$ cat src/rtl/herring_sysctl.sv
// herring_sysctl: 6502-side system control responder.
// Glitch-free programmable CPU clock, phi2 tick counter and periodic IRQ timer.
module herring_sysctl #(
  parameter int unsigned DEFAULT_INDEX = 19,
  parameter logic [5:0]  BASE_ADDR     = 6'b100010
) (
  input  logic       clk_src,
  input  logic       rst,
  output logic       cpu_clk_in,
  input  logic       cpu_clk_out,
  input  logic [5:0] address,
  input  logic [1:0] reg_sel,
  input  logic       rw,
  input  logic [7:0] data_in,
  output logic [7:0] data_out,
  output logic       data_oe,
  output logic       irq_n
);

  localparam logic [4:0]  DEF_IDX  = 5'(DEFAULT_INDEX);
  localparam logic [25:0] DEF_HALF =
    26'((64'd1 << (DEFAULT_INDEX - 1)) - 64'd1);

  localparam logic [1:0] SEL_DIV  = 2'd0;
  localparam logic [1:0] SEL_REL  = 2'd1;
  localparam logic [1:0] SEL_CTL  = 2'd2;

  typedef struct packed {
    logic [5:0] addr;
    logic [1:0] sel;
    logic       rw;
    logic [7:0] data;
  } bus_t;

  // Half-period minus one, in clk_src cycles, for a divider index.
  function automatic logic [25:0] half_m1(input logic [4:0] idx);
    half_m1 = (26'd1 << (idx - 5'd1)) - 26'd1;
  endfunction

  // Keep the divider index inside the legal 1..26 range.
  function automatic logic [4:0] clamp_idx(input logic [4:0] v);
    if (v == 5'd0) begin
      clamp_idx = 5'd1;
    end else if (v > 5'd26) begin
      clamp_idx = 5'd26;
    end else begin
      clamp_idx = v;
    end
  endfunction

  logic        clk_q, clk_d;
  logic [25:0] cnt_q, cnt_d;
  logic [4:0]  act_q, act_d;

  logic        s1_q, s1_d;
  logic        s2_q, s2_d;
  logic        s3_q, s3_d;
  bus_t        b1_q, b1_d;
  bus_t        b2_q, b2_d;
  bus_t        b3_q, b3_d;

  logic [4:0]  clkdiv_q, clkdiv_d;
  logic [7:0]  reload_q, reload_d;
  logic        en_q, en_d;
  logic        irqen_q, irqen_d;
  logic        pend_q, pend_d;
  logic [7:0]  tick_q, tick_d;
  logic [7:0]  count_q, count_d;
  logic        irq_n_q, irq_n_d;

  logic        strobe;
  logic        commit;
  logic        wr_div;
  logic        wr_rel;
  logic        wr_ctl;
  logic        expire;

  // Clock divider: toggle at zero, pick up a new index only on the falling toggle.
  always_comb begin
    clk_d = clk_q;
    act_d = act_q;
    cnt_d = cnt_q - 26'd1;
    if (cnt_q == 26'd0) begin
      clk_d = ~clk_q;
      if (clk_q) begin
        act_d = clkdiv_q;
        cnt_d = half_m1(clkdiv_q);
      end else begin
        cnt_d = half_m1(act_q);
      end
    end
  end

  // phi2 synchronizer with the bus sample pipelined alongside it.
  always_comb begin
    s1_d = cpu_clk_out;
    s2_d = s1_q;
    s3_d = s2_q;
    b1_d = '{addr: address, sel: reg_sel, rw: rw, data: data_in};
    b2_d = b1_q;
    b3_d = b2_q;
  end

  // Cycle-end strobe and the write decode for the sample from the last phi2-high cycle.
  always_comb begin
    strobe = ~s2_q & s3_q;
    commit = strobe & (b3_q.addr == BASE_ADDR) & ~b3_q.rw;
    wr_div = commit & (b3_q.sel == SEL_DIV);
    wr_rel = commit & (b3_q.sel == SEL_REL);
    wr_ctl = commit & (b3_q.sel == SEL_CTL);
    expire = strobe & en_q & (count_q == 8'd0);
  end

  // Register file, tick counter and timer updates.
  always_comb begin
    clkdiv_d = clkdiv_q;
    reload_d = reload_q;
    en_d     = en_q;
    irqen_d  = irqen_q;
    pend_d   = pend_q;
    tick_d   = tick_q;
    count_d  = count_q;
    if (wr_div) begin
      clkdiv_d = clamp_idx(b3_q.data[4:0]);
    end
    if (wr_rel) begin
      reload_d = b3_q.data;
    end
    if (wr_ctl) begin
      en_d    = b3_q.data[0];
      irqen_d = b3_q.data[1];
    end
    if (strobe) begin
      tick_d = tick_q + 8'd1;
    end
    if (wr_ctl & b3_q.data[0] & ~en_q) begin
      count_d = reload_q;
    end else if (strobe & en_q) begin
      count_d = expire ? reload_d : count_q - 8'd1;
    end
    if (wr_ctl & b3_q.data[7]) begin
      pend_d = 1'b0;
    end
    if (expire) begin
      pend_d = 1'b1;
    end
  end

  // Registered interrupt output.
  always_comb begin
    irq_n_d = ~(pend_q & irqen_q);
  end

  // All state, async active-high reset.
  always_ff @(posedge clk_src or posedge rst) begin
    if (rst) begin
      clk_q    <= 1'b0;
      cnt_q    <= DEF_HALF;
      act_q    <= DEF_IDX;
      s1_q     <= 1'b0;
      s2_q     <= 1'b0;
      s3_q     <= 1'b0;
      b1_q     <= '0;
      b2_q     <= '0;
      b3_q     <= '0;
      clkdiv_q <= DEF_IDX;
      reload_q <= 8'd0;
      en_q     <= 1'b0;
      irqen_q  <= 1'b0;
      pend_q   <= 1'b0;
      tick_q   <= 8'd0;
      count_q  <= 8'd0;
      irq_n_q  <= 1'b1;
    end else begin
      clk_q    <= clk_d;
      cnt_q    <= cnt_d;
      act_q    <= act_d;
      s1_q     <= s1_d;
      s2_q     <= s2_d;
      s3_q     <= s3_d;
      b1_q     <= b1_d;
      b2_q     <= b2_d;
      b3_q     <= b3_d;
      clkdiv_q <= clkdiv_d;
      reload_q <= reload_d;
      en_q     <= en_d;
      irqen_q  <= irqen_d;
      pend_q   <= pend_d;
      tick_q   <= tick_d;
      count_q  <= count_d;
      irq_n_q  <= irq_n_d;
    end
  end

  // Unsynchronized read path for fastest access time.
  always_comb begin
    data_oe  = (address == BASE_ADDR) & rw & cpu_clk_out;
    data_out = 8'h00;
    unique case (reg_sel)
      2'd0: data_out = {3'b000, clkdiv_q};
      2'd1: data_out = reload_q;
      2'd2: data_out = {pend_q, 5'b00000, irqen_q, en_q};
      2'd3: data_out = tick_q;
    endcase
  end

  assign cpu_clk_in = clk_q;
  assign irq_n      = irq_n_q;

endmodule

$ cat config.mk
export PLATFORM = sky130hd
export DESIGN_NAME = herring_sysctl
export DESIGN_NICKNAME = d
export VERILOG_FILES = /design/src/rtl/herring_sysctl.sv
export SDC_FILE = /design/constraint.sdc
export NUM_CORES = 1
export LEC_CHECK = 0
export ABC_AREA = 1
export CAP_MARGIN = 10
export CORE_MARGIN = 3
export CORE_UTILIZATION = 45
export CTS_CLUSTER_DIAMETER = 40
export CTS_CLUSTER_SIZE = 20
export DETAILED_ROUTE_END_ITERATION = 16
export PLACE_DENSITY_LB_ADDON = 0.12
export SYNTH_ARGS = -nofsm -noshare
export SYNTH_HDL_FRONTEND = slang
export SYNTH_SLANG_ARGS = --single-unit
$ cat constraint.sdc
create_clock -name clk_src -period 4.9 [get_ports clk_src]
set_input_delay 0.735 -clock clk_src [delete_from_list [all_inputs] [get_ports clk_src]]
set_output_delay 0.735 -clock clk_src [all_outputs]
set_load 0.1 [all_outputs]
# Word-level counts from Yosys, hierarchy flattened

Index checks and enable logic that the tools add are counted.

Add/sub/neg operators: 7
$lt $le $gt $ge: 1
Eq/ne operators: 7
Shift-type cells: 2
Muxes and demuxes: 11
Bitwise logic cells: 19
Reductions and logical operators: 8

Operators by type and width:

| kind                                                 | count |
|---|---|
| subtractor 26 x 1 -> 26 bit, second input constant   | 3 |
| 2-to-1 mux 26 bit                                    | 2 |
| left shift 1 x 5 -> 26 bit, first input constant     | 2 |
| 2-to-1 mux 8 bit                                     | 4 |
| one-hot mux 8 bit (4 select lines)                   | 1 |
| zero test 26 bit                                     | 1 |
| bitwise AND 1 bit                                    | 14 |
| equality test 6 bit, second input constant           | 2 |
| 2-to-1 mux 5 bit                                     | 2 |
| subtractor 5 x 1 -> 5 bit, second input constant     | 2 |
| adder 8 x 1 -> 8 bit, second input constant          | 1 |
| zero test 8 bit                                      | 1 |
| subtractor 8 x 1 -> 8 bit, second input constant     | 1 |
| equality test 2 bit, second input constant           | 3 |
| greater-than comparator 5 bit, second input constant | 1 |
| zero test 5 bit                                      | 1 |
| inverter 1 bit                                       | 5 |
| equality test 2 x 1 -> 1 bit, second input constant  | 2 |
| zero test 2 bit                                      | 2 |
| nonzero test 2 bit                                   | 2 |
| 2-to-1 mux 1 bit                                     | 2 |
| AND reduction 2 bit                                  | 1 |

Bits in registers: 119
Bits of input ports: 20
Output and inout bits: 11

# Logic depth before layout (Yosys ltp)

Gate-level depths: netlist of the first run.

Depth in word-level cells: 9
Gate-level depth with buffers: 19
Mapped depth without buffers: 18

# Worst setup path after synthesis of the first run

Ideal clock, no wire load.

Path type: input port to output port
From: input port address[2]
To: output port data_oe
Data arrival time: 3.694 ns
Required time: 4.165 ns
Setup slack: 0.471 ns
Cell stages on the path: 1
Cells stage by stage: nor4_1

Word-level cells in the longest chain between the ends: 3

Ends and longest elaborated chain:

| what                           | RTL line | RTL |
|---|---|---|
| start: declaration             | 11       | `input logic [5:0] address,` |
| equality test 6 bit            | 197      | `data_oe = (address == BASE_ADDR) & rw & cpu_clk_out;` |
| bitwise AND 1 bit (2 in a row) | 197      |  |
| end: declaration               | 16       | `output logic data_oe,` |

Every way passes these cells.

# Worst setup path after layout of the first run

From: input port cpu_clk_out
To: output port data_oe

Word-level cells in the longest chain between the ends: 1

Ends and longest elaborated chain:

| what               | RTL line | RTL |
|---|---|---|
| start: declaration | 10       | `input logic cpu_clk_out,` |
| bitwise AND 1 bit  | 197      |  |

Every way passes these cells.

==> impl_metrics.json, run 1 <==
{
  "path_clk_slew_ns": 0.06,
  "grt_pass1_vias": 4456,
  "n_antenna_cell": 0,
  "drc": 0,
  "synth_seq_area_share": 0.5125,
  "synth-seq-cells": 119,
  "setup_viol": 0,
  "start_util": 0.4634,
  "gr-total-overflow": 0,
  "insertion_delay_ns": 0.43,
  "fin_area_mm2": 0.006947,
  "grt_pass1_wl_um": 22950,
  "maxSlewViolCount": 0,
  "swShare": 0.2741,
  "hp-class": "flop to flop",
  "placed_cells": 871,
  "fp.dieW_um": 120.2,
  "synthArstFlopShare": 1.000,
  "post_drt_wl_per_cell_um": 15.25,
  "peakVddDrop_mv": 0.3553,
  "fill_cells": 1157,
  "gp_congestion": 0.9129,
  "fmax_mhz": 294.0,
  "rsz0062_at_grt": "no",
  "port_buffers": 30,
  "num_vias": 4529,
  "syn_inst": 672,
  "die_area_mm2": 0.01446,
  "intPower_w": 0.001842,
  "clkSinkCount": 119,
  "ant_nets": 0,
  "hold_buffers": 0,
  "cp_data_arrival_time_ns": 2.67,
  "cts_made_buffers": 17,
  "p_clk_frac": 0.490,
  "cts_max_path_buffers": 2,
  "finalClockSkew_ns": 0.01018,
  "core_area_mm2": 0.01267,
  "drive_above_1_share": 0.1724,
  "antenna_found_initial": 0,
  "synth_area_mm2": 0.005872,
  "critPathCaptureType": "output port",
  "synthFlopType": "dfrtp_1",
  "power.density_mw_per_mm2": 365.2,
  "cts-resized-gates": 0,
  "cp.required_ns": 4.16,
  "hold_viol": 0,
  "htreeDepth": 4,
  "grt_use_total": 0.2062,
  "syn_avg_cell_area_um2": 8.738,
  "finalWirelength_um": 13770,
  "synth_cell_types": 46,
  "critical_path.max_fanout": 2,
  "tightest_slew_ns": 0.9678,
  "critical_path_class": "input port to output port",
  "cts_tree": "built",
  "syn-num-nets": 697,
  "tns_ns": 0,
  "boundaryPins": 31,
  "final_cells": 903,
  "final_nets": 743,
  "slew_headroom": 0.3528,
  "first_pass_iters": 5,
  "placementRows": 41,
  "period_needed_ns": 3.401,
  "area_delta_synth_final_pct": 18.30,
  "dp_hpwl_um": 10310,
  "ys_warn_count": 0,
  "dieHeight_um": 120.2,
  "p_sw_w": 0.0006954,
  "comb_power_share": 0.088,
  "cp-start-kind": "input port",
  "synth-edff-count": 0,
  "grt_start_max_net_pins": 77,
  "routed_via_density": 5.016,
  "fin_crit_sh": 0.6941,
  "postCtsSetupBuffers": 0,
  "drtIter0Drc": 365,
  "placed_area_mm2": 0.006357,
  "cts-root-buf": "clkbuf_16",
  "leakagePower_nw": 3.091,
  "max-cap-violations": 0,
  "p_seq_frac": 0.422,
  "outcome": "finished clean"
}
power groups by stage:
stage / logic, W / clock network (W) / registers, W
floorplan: 0.000168 / 0 / 0.00108
global placement: 0.000222 / 0 / 0.00109
detailed placement: 0.000225 / 0 / 0.00109
CTS: 0.000226 / 0.00126 / 0.00107
global route: 0.000246 / 0.00131 / 0.00108
finish: 0.000224 / 0.00124 / 0.00107
state kept, by name (all words and copies together), names as in the netlist, 5 cells and up:
name,flops
act_q,5
cnt_q,26
b2_q,17
reload_q,8
b3_q,17
count_q,8
b1_q,17
tick_q,8
clkdiv_q,5
synth_stat cells, types with 6 or more instances:
master	number	area, um2
nand4_1	22	137.6
o211ai_1	7	52.55
o21ai_0	21	105.1
nand2_4	8	90.09
nand2_1	170	638.1
nor2_1	86	322.8
dfstp_2	25	656.9
inv_1	84	315.3
xor2_1	22	192.7
nor2_4	9	101.4
nand3_1	31	155.2
nor2_2	10	62.56
nor3_1	6	30.03
dfrtp_1	94	2352
nand2_2	9	56.30
layout by cell type (no fill, tap or decap), types with 2 or more instances in the layout:
cell type | synthesis | routed
nand2_1 | 170 | 170
dfrtp_1 | 94 | 94
nor2_1 | 86 | 86
inv_1 | 84 | 83
nand3_1 | 31 | 31
dfstp_2 | 25 | 25
nand4_1 | 22 | 22
xor2_1 | 22 | 22
clkdlybuf4s50_1 | 0 | 22
o21ai_0 | 21 | 21
clkbuf_16 | 0 | 17
nor2_2 | 10 | 10
nand2_2 | 9 | 9
nor2_4 | 9 | 9
buf_4 | 0 | 9
nand2_4 | 8 | 8
inv_6 | 1 | 7
o211ai_1 | 7 | 7
nor3_1 | 6 | 6
o21bai_1 | 5 | 5
o22ai_1 | 5 | 5
a21oi_1 | 5 | 5
ha_1 | 5 | 5
nand3_2 | 4 | 4
o21bai_2 | 4 | 4
o21ai_1 | 4 | 4
xnor2_1 | 4 | 4
o221ai_1 | 4 | 4
inv_8 | 0 | 4
mux2_2 | 3 | 3
inv_2 | 2 | 2
o2111ai_1 | 2 | 2
a31oi_1 | 2 | 2
clkinv_4 | 0 | 2
cells by family after synthesis:
logic type                 Yosys count  synth area share
and+or+nand+nor                    363            0.2932
DFF                                119            0.5125
buffers and inverters               92           0.06328
AOI/OAI and AO/OA                   64           0.07586
xor gates and xnor gates            26           0.03878
adders and majority gates            5           0.01065
muxes                                3          0.005753
layout make-up:
cell class | instances | area [um2] | area share
flip-flops and latches | 119 | 3009 | 0.4332
multi-input cells | 461 | 2491 | 0.3586
clock buffers | 18 | 439.2 | 0.06322
inverters | 87 | 334.1 | 0.04809
repair buffers | 32 | 307.8 | 0.04431
well taps | 172 | 215.2 | 0.03098
clock inverters | 14 | 150.1 | 0.02161
metal layers:
layer / up-vias / wire (um) / GRT usage
met5: - / 0 / 0
met4: 0 / 181 / 0.06799
met3: 12 / 597 / 0.04069
met2: 108 / 5982 / 0.2968
met1: 2165 / 7005 / 0.3137
li1: 2244 / - / -
path summary, 6_finish.rpt:
kind / startpoint / endpoint / slack (ns) / cells after the start
worst max-delay path: cpu_clk_out / data_oe / 1.50 / 4
worst min-delay path: b1_q[13] / b2_q[13] / 0.35 / 0
worst max register to register: cpu_clk_in / cnt_q[12] / 1.80 / 14
worst min register to register: b1_q[13] / b2_q[13] / 0.35 / 0
max in group asynchronous: rst / act_q[1] / 3.20 / 3
min in group asynchronous: rst / b1_q[2] / 0.88 / 2
metrics by stage:
stage                     power (W)  worst slack (ns)    util  hold slack (ns)
after floorplan            0.001245            0.4712       -           0.3312
after global placement     0.001308             1.491  0.5017           0.3320
after detailed placement   0.001312             1.502  0.5017           0.3355
after CTS                  0.002556             1.482  0.5482           0.3495
after global routing       0.002630             1.402  0.5482           0.3512
final                      0.002537             1.499  0.5482           0.3465
critical path, cell delays in order:
cell             delay (ns)
clkdlybuf4s50_1        0.47
nand4_1                0.10
nor4_1                 0.18
clkdlybuf4s50_1        1.18
Note: power is estimated with default switching activity, not from simulation.
==> run 2: changes to the inputs <==
==> constraint.sdc (replaced) <==
create_clock -name clk_src -period 2.9 [get_ports clk_src]
set_input_delay 0.435 -clock clk_src [delete_from_list [all_inputs] [get_ports clk_src]]
set_output_delay 0.435 -clock clk_src [all_outputs]
set_load 0.1 [all_outputs]
==> impl_metrics.json, run 2 (synthesized netlist as in run 1, its figures left out) <==
{
  "hp-class": "flop to flop",
  "maxSlewViolCount": 0,
  "critical_path.max_fanout": 7,
  "r2r_end": "cnt_q[16]",
  "critical_path_class": "flop to flop",
  "ant_nets": 0,
  "clkSinkCount": 119,
  "finalClockSkew_ns": 0.008090,
  "insertion_delay_ns": 0.42,
  "period_needed_ns": 2.678,
  "boundaryPins": 31,
  "max-cap-violations": 0,
  "tns_ns": 0,
  "final_common_cell": "nand2_1",
  "die_area_mm2": 0.01446,
  "peakVddDrop_mv": 0.4615,
  "final_cell_mix": "170 x nand2_1, 93 x dfrtp_1, 85 x nor2_1",
  "drc": 0,
  "largest_reg_flops": 26,
  "hold_slack_ns": 0.3419,
  "grt_pass1_vias": 4456,
  "final_nets": 752,
  "fin_crit_sh": 0.9234,
  "crit_end": "cnt_q[16]",
  "largest-register": "cnt_q",
  "post-route-util": 0.5627,
  "placed_area_mm2": 0.006519,
  "slew_headroom": 0.6216,
  "cp_data_arrival_time_ns": 3.02,
  "reg2reg_depth": 15,
  "outcome": "finished clean",
  "rsz0062_at_grt": "no",
  "start_util": 0.4634,
  "finalWirelength_um": 13760,
  "core_area_mm2": 0.01267,
  "critPathCaptureType": "flop",
  "cts_tree": "built",
  "r2r_slack_ns": 0.22,
  "leakagePower_nw": 3.158,
  "gr-total-overflow": 0,
  "first_pass_iters": 6,
  "cp.required_ns": 3.24,
  "setup_viol": 0,
  "grt_start_max_net_pins": 59,
  "cts_made_buffers": 17,
  "post_drt_wl_per_cell_um": 15.10,
  "fp.dieW_um": 120.2,
  "port_buffers": 30,
  "power.density_mw_per_mm2": 612.2,
  "crit_path_start": "clkdiv_q[1]",
  "cp-start-kind": "flop",
  "cts_max_path_buffers": 2,
  "hold_viol": 0,
  "placementRows": 41,
  "cts-root-buf": "clkbuf_16",
  "path_clk_slew_ns": 0.06,
  "num_vias": 4607,
  "fmax_mhz": 373.4,
  "antenna_found_initial": 0,
  "routed_via_density": 5.057,
  "htreeDepth": 4,
  "area_delta_synth_final_pct": 21.41,
  "n_antenna_cell": 0,
  "drive_above_1_share": 0.1908,
  "gp_congestion": 0.9718,
  "dieHeight_um": 120.2,
  "fin_area_mm2": 0.007129,
  "tightest_slew_ns": 0.5655,
  "dp_hpwl_um": 10320,
  "grt_use_total": 0.2033,
  "grt_pass1_wl_um": 22760,
  "drtIter0Drc": 520,
  "r2r-start": "clkdiv_q[1]"
}
[run 2: cell types whose count changed in the layout (fill, tap and decap cells not counted), sizes merged, moves of 3 or more]
cell / previous run / this run
inv: 97 / 93
buf: 10 / 22
clkinvlp: 0 / 4
clkdlybuf4s50: 22 / 19
[run 2: critical path, stage by stage (launching register included)]
cell	delay (ns)
dfstp_2	0.56
nand2_1	0.09
nand2_4	0.14
nor2_8	0.06
ha_2	0.37
inv_1	0.11
nor2_2	0.22
nand3_1	0.13
nor2_1	0.12
nor2_1	0.06
ha_1	0.20
buf_4	0.15
nand2_1	0.10
nor2_4	0.06
nand2_1	0.08
xor2_1	0.15
[run 2: repair_timing]
item / CTS / global route
resized for setup: 0 / 3
hold buffers: 0 / 0
setup buffers: 0 / 1
setup endpoints to repair: 0 / 6
[run 2: per-layer routing]
metal,part of all wire,track usage,up-vias
met5,0,0,-
met4,0.015,0.06374,0
met3,0.055,0.04818,17
met2,0.44,0.2919,142
met1,0.49,0.3057,2185
li1,-,-,2263
[run 2: power by group]
group / leakage, nW / internal (W) / total (W) / switching, W
Combinational: 1.49 / 0.000153 / 0.000429 / 0.000276
Sequential: 1.39 / 0.00175 / 0.00181 / 0.0000595
Clock: 0.281 / 0.00129 / 0.00213 / 0.000840
[run 2: area by class of cell]
class	count	area [um2]
sequential	119	3010
tap	172	215.2
clock buffer	17	425.4
fill	1123	5542
clock inverter	14	166.4
inverter	87	335.3
timing repair buffer	41	467.9
multi-input combinational	461	2509
[run 2: per-stage QoR]
stage	worst slack, ns	total power [W]	std cells
2_1_floorplan	0.02939	0.002104	672
3_3_place_gp	0.2758	0.002250	879
3_5_place_dp	0.1652	0.002263	879
4_1_cts	0.1337	0.004385	910
5_1_grt	0.02423	0.004515	911
6_report	0.2220	0.004364	911
[run 2: worst min-delay path by stage]
stage | cells past startpoint | from | end
final | 0 | b2_q[4] | b3_q[4]
after CTS | 0 | b2_q[4] | b3_q[4]
after floorplan | 0 | b1_q[0] | b2_q[0]
after global placement | 0 | b2_q[11] | b3_q[11]
after global routing | 0 | b2_q[4] | b3_q[4]
after detailed placement | 0 | b1_q[0] | b2_q[0]
==> run 3: changes to the inputs <==
==> constraint.sdc (replaced) <==
create_clock -name clk_src -period 2.7 [get_ports clk_src]
set_input_delay 0.405 -clock clk_src [delete_from_list [all_inputs] [get_ports clk_src]]
set_output_delay 0.405 -clock clk_src [all_outputs]
set_load 0.1 [all_outputs]
==> impl_metrics.json, run 3 (synthesized netlist as in run 1, its figures left out) <==
{
  "outcome": "finished clean",
  "final_common_cell": "nand2_1",
  "peakVddDrop_mv": 0.4968,
  "r2r_slack_ns": 0.19,
  "cts-root-buf": "clkbuf_16",
  "power.density_mw_per_mm2": 631.3,
  "dp_hpwl_um": 10160,
  "post_drt_wl_per_cell_um": 15.09,
  "area_delta_synth_final_pct": 21.39,
  "final_nets": 750,
  "grt_pass1_wl_um": 22540,
  "hp-class": "input port to asynchronous set/reset pin",
  "gp_congestion": 0.9339,
  "max-cap-violations": 0,
  "dieHeight_um": 120.2,
  "grt_pass1_vias": 4389,
  "n_antenna_cell": 0,
  "post-route-util": 0.5626,
  "fmax_mhz": 397.6,
  "grt_start_max_net_pins": 111,
  "antenna_found_initial": 0,
  "fin_crit_sh": 0.9315,
  "fp.dieW_um": 120.2,
  "cts_made_buffers": 17,
  "largest_reg_flops": 26,
  "insertion_delay_ns": 0.41,
  "maxSlewViolCount": 0,
  "intPower_w": 0.003288,
  "num_vias": 4575,
  "start_util": 0.4634,
  "r2r-start": "cpu_clk_in",
  "drtIter0Drc": 393,
  "drive_above_1_share": 0.1951,
  "finalWirelength_um": 13730,
  "slew_headroom": 0.6058,
  "final_cell_mix": "169 x nand2_1, 93 x dfrtp_1, 84 x nor2_1",
  "critPathCaptureType": "flop",
  "boundaryPins": 31,
  "path_clk_slew_ns": 0.06,
  "port_buffers": 30,
  "setup_viol": 0,
  "cp_data_arrival_time_ns": 2.85,
  "htreeDepth": 4,
  "cts_tree": "built",
  "tightest_slew_ns": 0.5892,
  "r2r_end": "cnt_q[12]",
  "cp.required_ns": 3.04,
  "ant_nets": 0,
  "period_needed_ns": 2.515,
  "critical_path.max_fanout": 7,
  "placementRows": 41,
  "finalClockSkew_ns": 0.01259,
  "placed_area_mm2": 0.006530,
  "p_seq_frac": 0.431,
  "die_area_mm2": 0.01446,
  "drc": 0,
  "clkSinkCount": 119,
  "routed_via_density": 5.027,
  "swShare": 0.2693,
  "fin_area_mm2": 0.007128,
  "grt_use_total": 0.2013,
  "gr-total-overflow": 0,
  "cts_max_path_buffers": 2,
  "p_clk_frac": 0.467,
  "first_pass_iters": 5,
  "largest-register": "cnt_q",
  "cp-start-kind": "flop",
  "hold_buffers": 0,
  "core_area_mm2": 0.01267,
  "reg2reg_depth": 14,
  "critical_path_class": "flop to flop",
  "hold_viol": 0,
  "p_sw_w": 0.001212,
  "leakagePower_nw": 3.138,
  "comb_power_share": 0.102
}
==> run 3: how the worst max path moves through the flow <==
stage / startpoint / end / slack (ns) / cells past startpoint
2_1_floorplan: cpu_clk_in / cnt_q[20] / 0.02 / 17
3_3_place_gp: reg_sel[0] / data_out[1] / 0.21 / 6
3_5_place_dp: cpu_clk_in / cnt_q[12] / 0.13 / 15
4_1_cts: cpu_clk_in / cnt_q[12] / 0.09 / 15
5_1_grt: cpu_clk_in / cnt_q[25] / -0.01 / 14
6_report: cpu_clk_in / cnt_q[12] / 0.19 / 14
==> run 3: area by class of cell <==
cell class	count	area [um2]
clock buffers	19	452.9
flip-flops and latches	119	3010
well taps	172	215.2
clock inverters	13	112.6
multi-input cells	461	2539
repair buffers	39	462.9
fillers	1177	5543
inverters	87	335.3
==> run 3: power by group through the flow <==
stage,logic (W),registers (W),clock network [W]
2_1_floorplan,0.000307,0.00195,0
3_3_place_gp,0.000450,0.00197,0
3_5_place_dp,0.000460,0.00197,0
4_1_cts,0.000463,0.00194,0.00216
5_1_grt,0.000499,0.00195,0.00224
6_report,0.000458,0.00194,0.00210
==> run 3: what timing repair did <==
action                                  CTS  global route
endpoints found under the setup margin    0             6
buffers inserted                          0             2
resized for setup                         0             5
==> run 3: layer usage <==
metal	global-route usage	wire [um]
met1	0.3056	6775
met2	0.2824	5997
met3	0.04163	675
met4	0.07861	279
met5	0	0
==> run 3: worst max-delay path, cell delays in order, from the launching register on <==
cell     delay, ns
dfrtp_2       0.47
nand2_1       0.13
nand2_4       0.11
nor2_8        0.16
ha_4          0.23
inv_2         0.09
nor2_2        0.07
nand3_1       0.11
nor2_1        0.05
nor2_1        0.13
ha_2          0.25
inv_1         0.11
nor3_4        0.24
nand2_1       0.10
xor2_1        0.17
==> run 3: metrics by stage <==
step | setup TNS [ns] | power, W | setup slack (ns) | instances | hold WS (ns)
global placement | 0 | 0.002416 | 0.2122 | 876 | 0.3331
global route | -0.01047 | 0.004690 | -0.009673 | 910 | 0.3042
finish | 0 | 0.004500 | 0.1850 | 910 | 0.2929
detailed placement | 0 | 0.002431 | 0.1322 | 876 | 0.3347
CTS | 0 | 0.004562 | 0.09426 | 908 | 0.2796
floorplan | 0 | 0.002261 | 0.01699 | 672 | 0.3312
==> RTL edit 1: new RTL, flow settings as in run 2 <==
Put a register stage on the output `data_out`, without a reset. The value now appears one clock later. The other outputs are not delayed to match.
--- a/src/rtl/herring_sysctl.sv
+++ b/src/rtl/herring_sysctl.sv
@@ -31,6 +31,8 @@
     logic       rw;
     logic [7:0] data;
   } bus_t;
+
+  logic [7:0] data_d;
 
   // Half-period minus one, in clk_src cycles, for a divider index.
   function automatic logic [25:0] half_m1(input logic [4:0] idx);
@@ -195,17 +197,21 @@
   // Unsynchronized read path for fastest access time.
   always_comb begin
     data_oe  = (address == BASE_ADDR) & rw & cpu_clk_out;
-    data_out = 8'h00;
+    data_d = 8'h00;
     unique case (reg_sel)
-      2'd0: data_out = {3'b000, clkdiv_q};
-      2'd1: data_out = reload_q;
-      2'd2: data_out = {pend_q, 5'b00000, irqen_q, en_q};
-      2'd3: data_out = tick_q;
+      2'd0: data_d = {3'b000, clkdiv_q};
+      2'd1: data_d = reload_q;
+      2'd2: data_d = {pend_q, 5'b00000, irqen_q, en_q};
+      2'd3: data_d = tick_q;
     endcase
   end
 
   assign cpu_clk_in = clk_q;
   assign irq_n      = irq_n_q;
 
+  always_ff @(posedge clk_src) begin
+    data_out <= data_d;
+  end
+
 endmodule
 
Behaviour: not the same (a bounded check fails within 4 cycles, from zero or initial values and one cycle with rst high).
==> RTL edit 1 against run 2 <==
Sequential cell count is 8 higher. Wire length decreased by 1.1%. Final area is 0.97% higher. Hold slack got worse by 0.0029 ns. Largest cell class unchanged. Synthesized area increased by 2.5%. Total power rose by 3.3%. Count of clock-buffer cells in the layout increased by 1. Sequential share of layout area up 1.8 points. Setup slack improved by 0.040 ns.
==> RTL edit 1: results (changes against run 2) <==
| Metric | This run | Delta |
|---|---|---|
| Total met2 wirelength after detailed routing | 6540 um | was 6050 um |
| Synthesized-area fraction occupied by adder cells | 1.04% | was 1.07% |
| Multi-input comb cells | 459 | was 461 |
| Amount of wire on met3 after detailed routing | 605 um | was 751 um |
| Clock tree buffer count of the final layout | 18 | was 17 |
| Storage cell area | 3170 um2 | was 3010 um2 |
| Complex-gate fraction of the synthesized area | 7.67% | was 7.59% |
| Register-to-register path setup slack | 0.26 ns | was 0.22 ns |
| Maximum number of pins on one net before global-route repair | 64 | was 59 |
| Grt met3 use | 4.69% | was 4.82% |
| First-pass DRT Iterations | 5 | was 6 |
| Run status | finished, final reports clean | unchanged |
| Clock group total power | 0.00220 W | was 0.00213 W |
| Post-synthesis instance area | 6020 um2 | was 5870 um2 |
| Int Power | 0.00338 W | was 0.00319 W |
| Synthesized netlist cell count | 682 | was 672 |
| # placed instances | 883 | was 879 |
| Post-detail-place hpwl | 10300 um | about the same |
| Static power due to leakage | 3.16 nW | about the same |
| Total wire length after detailed routing | 13600 um | was 13800 um |
| Clock-cell share of area | 8.60% | was 8.30% |
| Non-clock inverter count | 90 | was 87 |
| Cell Count, Final, Fillers Out | 919 | was 911 |
| Number of nets produced by synthesis | 707 | was 697 |
| Clock Skew | 0.00929 ns | was 0.00809 ns |
| Global-route met2 utilization | 32.0% | was 29.2% |
| Final weighted congestion in routability-driven placement | 0.967 | was 0.972 |
| Reported combinational group power | 0.000380 W | was 0.000429 W |
| Count of cell types in the netlist | 48 | was 46 |
| Total power divided by cell area | 626 nW/um2 | was 612 nW/um2 |
| Worst hold-check path type | in2async | was reg2reg |
| GR Layer Usage met1 | 25.6% | was 30.6% |
| Vias after detailed routing | 4608 | was 4607 |
| Total number of clock tree sinks | 127 | was 119 |
| Met1 WL | 6120 um | was 6750 um |
| Wire length of the first global-routing pass | 22400 um | was 22800 um |
| Asr flop ratio synth | 93.7% | was 100% |
| Post-DP Area | 6540 um2 | was 6520 um2 |
| Via count of the first global-routing pass | 4585 | was 4456 |
==> RTL edit 1: cell count changes after synthesis, sizes merged, moves of 2 or more <==
| cell | delta |
|---|---|
| nand3 | +2 |
| o22ai | -2 |
| nor2 | -3 |
| o221ai | +2 |
| xnor2 | -2 |
| clkinv | +2 |
| dfxtp | +8 |
==> RTL edit 1: worst min-delay path by stage <==
stage                  startpoint  depth (start not counted)             endpoint  slack (ns)
2_1_floorplan   b1_q[0]$_DFF_PP0_                          0    b2_q[0]$_DFF_PP0_        0.33
3_3_place_gp    b2_q[5]$_DFF_PP0_                          0    b3_q[5]$_DFF_PP0_        0.33
3_5_place_dp   b1_q[12]$_DFF_PP0_                          0   b2_q[12]$_DFF_PP0_        0.33
4_1_cts                       rst                          2  cnt_q[23]$_DFF_PP0_        0.33
5_1_grt        b1_q[12]$_DFF_PP0_                          0   b2_q[12]$_DFF_PP0_        0.35
6_report                      rst                          2  cnt_q[23]$_DFF_PP0_        0.34
==> RTL edit 2: new RTL, config.mk and constraints of run 2 <==
Made on the original files. `DEFAULT_INDEX`: 19 -> 14.
--- a/src/rtl/herring_sysctl.sv
+++ b/src/rtl/herring_sysctl.sv
@@ -1,7 +1,7 @@
 // herring_sysctl: 6502-side system control responder.
 // Glitch-free programmable CPU clock, phi2 tick counter and periodic IRQ timer.
 module herring_sysctl #(
-  parameter int unsigned DEFAULT_INDEX = 19,
+  parameter int unsigned DEFAULT_INDEX = 14,
   parameter logic [5:0]  BASE_ADDR     = 6'b100010
 ) (
   input  logic       clk_src,
Function: changed (a bounded check fails within 4 cycles, from zero or initial values and one cycle with rst high).
==> RTL edit 2 against run 2 <==
Synthesized area decreased by 0.11%. Count of clock-buffer cells in the layout increased by 1. Synthesized cell count unchanged. Final area increased by 0.26%. Critical path depth unchanged. Setup slack got worse by 0.025 ns. Total power increased by 0.20%. Sequential cell count unchanged. Critical endpoint is now cnt_q[4]$_DFF_PP1_. Wire length about the same. Sequential power about the same.
==> RTL edit 2: results (changes against run 2) <==
| Metric | This run | Delta |
|---|---|---|
| Run status | finished, final reports clean | unchanged |
| Maximum ir drop on the vdd rail | 0.388 mV | was 0.462 mV |
| Hold slack final | 0.346 ns | was 0.342 ns |
| Overall track demand over capacity in global routing | 20.3% | about the same |
| CP peak stage delay | 0.47 ns | was 0.56 ns |
| Final standard cell utilization of the core | 56.4% | was 56.3% |
| Vias after detailed routing | 4614 | was 4607 |
| Critical path's slowest cell | dfrtp_2 | was dfstp_2 |
| Clock-cell share of area | 8.38% | was 8.30% |
| GR Layer Usage met1 | 30.8% | was 30.6% |
| Final weighted congestion in routability-driven placement | 0.926 | was 0.972 |
| Tmin final | 2.70 ns | was 2.68 ns |
| Worst setup slack before clock tree synthesis | 0.0712 ns | was 0.165 ns |
| Synthesized netlist cell count | 672 | unchanged |
| Largest fanout of any net on the critical path | 9 | was 7 |
| First-iteration detailed-routing DRC count | 422 | was 520 |
| Clock Skew | 0.00802 ns | was 0.00809 ns |
| WP data arrival | 3.04 ns | was 3.02 ns |
| Static power due to leakage | 3.17 nW | was 3.16 nW |
| Post-DP Area | 6500 um2 | was 6520 um2 |
| Wire length of the first global-routing pass | 22700 um | was 22800 um |
| First-pass DRT Iterations | 5 | was 6 |
| Amount of wire on met3 after detailed routing | 834 um | was 751 um |
| Final non-clock buffer share | 6.83% | was 6.56% |
| Post-detail-place hpwl | 10400 um | was 10300 um |
| Commonest cells in the netlist | nand2_1, dfrtp_1, nor2_1, inv_1, nand3_1 | unchanged |
| Hold-critical path endpoint | b2_q[2]$_DFF_PP0_ | was b3_q[4]$_DFF_PP0_ |
| Biggest area contributors in the synthesized netlist | dfrtp_1, nand2_1, dfstp_2 | was dfrtp_1, dfstp_2, nand2_1 |
| Register-to-register path setup slack | 0.20 ns | was 0.22 ns |
| Part of the Yosys area used for sequential elements | 51.2% | about the same |
| Int Power | 0.00321 W | was 0.00319 W |
| Final sequential cell count | 119 | unchanged |
| Endpoint of the worst setup timing path | cnt_q[4]$_DFF_PP1_ | was cnt_q[16]$_DFF_PP1_ |
| Combined area of the multi-input logic cells | 2510 um2 | about the same |
| Layout net count | 755 | was 752 |
| Routed vias/inst | 5.04 | was 5.06 |
| Buffers excl. clock | 44 | was 41 |
| # placed instances | 878 | was 879 |
| Switching Share | 26.5% | was 26.9% |
| Rel. slew slack | 59.4% | was 62.2% |
| Met1 WL | 6720 um | was 6750 um |
| Global-route met2 utilization | 29.2% | about the same |
| Beginning of the critical path | cpu_clk_in$_DFFE_PP0N_ | was clkdiv_q[1]$_DFFE_PP1P_ |
| Maximum number of pins on one net before global-route repair | 39 | was 59 |
| Maximum clock insertion buffer count | 2 | unchanged |
| Sequential share of cell area | 42.0% | was 42.2% |
| Min-delay src | b1_q[2]$_DFF_PP0_ | was b2_q[4]$_DFF_PP0_ |
| Total met2 wirelength after detailed routing | 6020 um | was 6050 um |
| Routed WL per cell | 15.0 um | was 15.1 um |
| Clock tree buffer count of the final layout | 18 | was 17 |
| Grt met3 use | 4.49% | was 4.82% |
==> RTL edit 2: cell types whose count changed in the layout (fill, tap and decap cells not counted) <==
cell | before | now
clkbuf_8 | 0 | 1
dfstp_2 | 25 | 20
dfrtp_1 | 93 | 98
buf_4 | 13 | 15
clkbuf_2 | 0 | 1
clkinv_2 | 0 | 1
nor2_2 | 11 | 10
inv_8 | 2 | 0
inv_6 | 6 | 9
nor2_1 | 85 | 86
clkinvlp_4 | 4 | 2
==> RTL edit 2: cell families (layout without fill, tap and decap cells) <==
| kind of cell | Yosys count | count (layout) | synth area share, % |
|---|---|---|---|
| AO/OA/AOI/OAI | 64 | 64 | 7.59 |
| XOR/XNOR | 26 | 26 | 3.88 |
| adder cells (fa/ha/maj) | 5 | 5 | 1.07 |
| buffers and inverters | 92 | 163 | 6.34 |
| flip-flops | 119 | 119 | 51.2 |
| multiplexers | 3 | 3 | 0.576 |
| AND/OR/NAND/NOR | 363 | 363 | 29.4 |
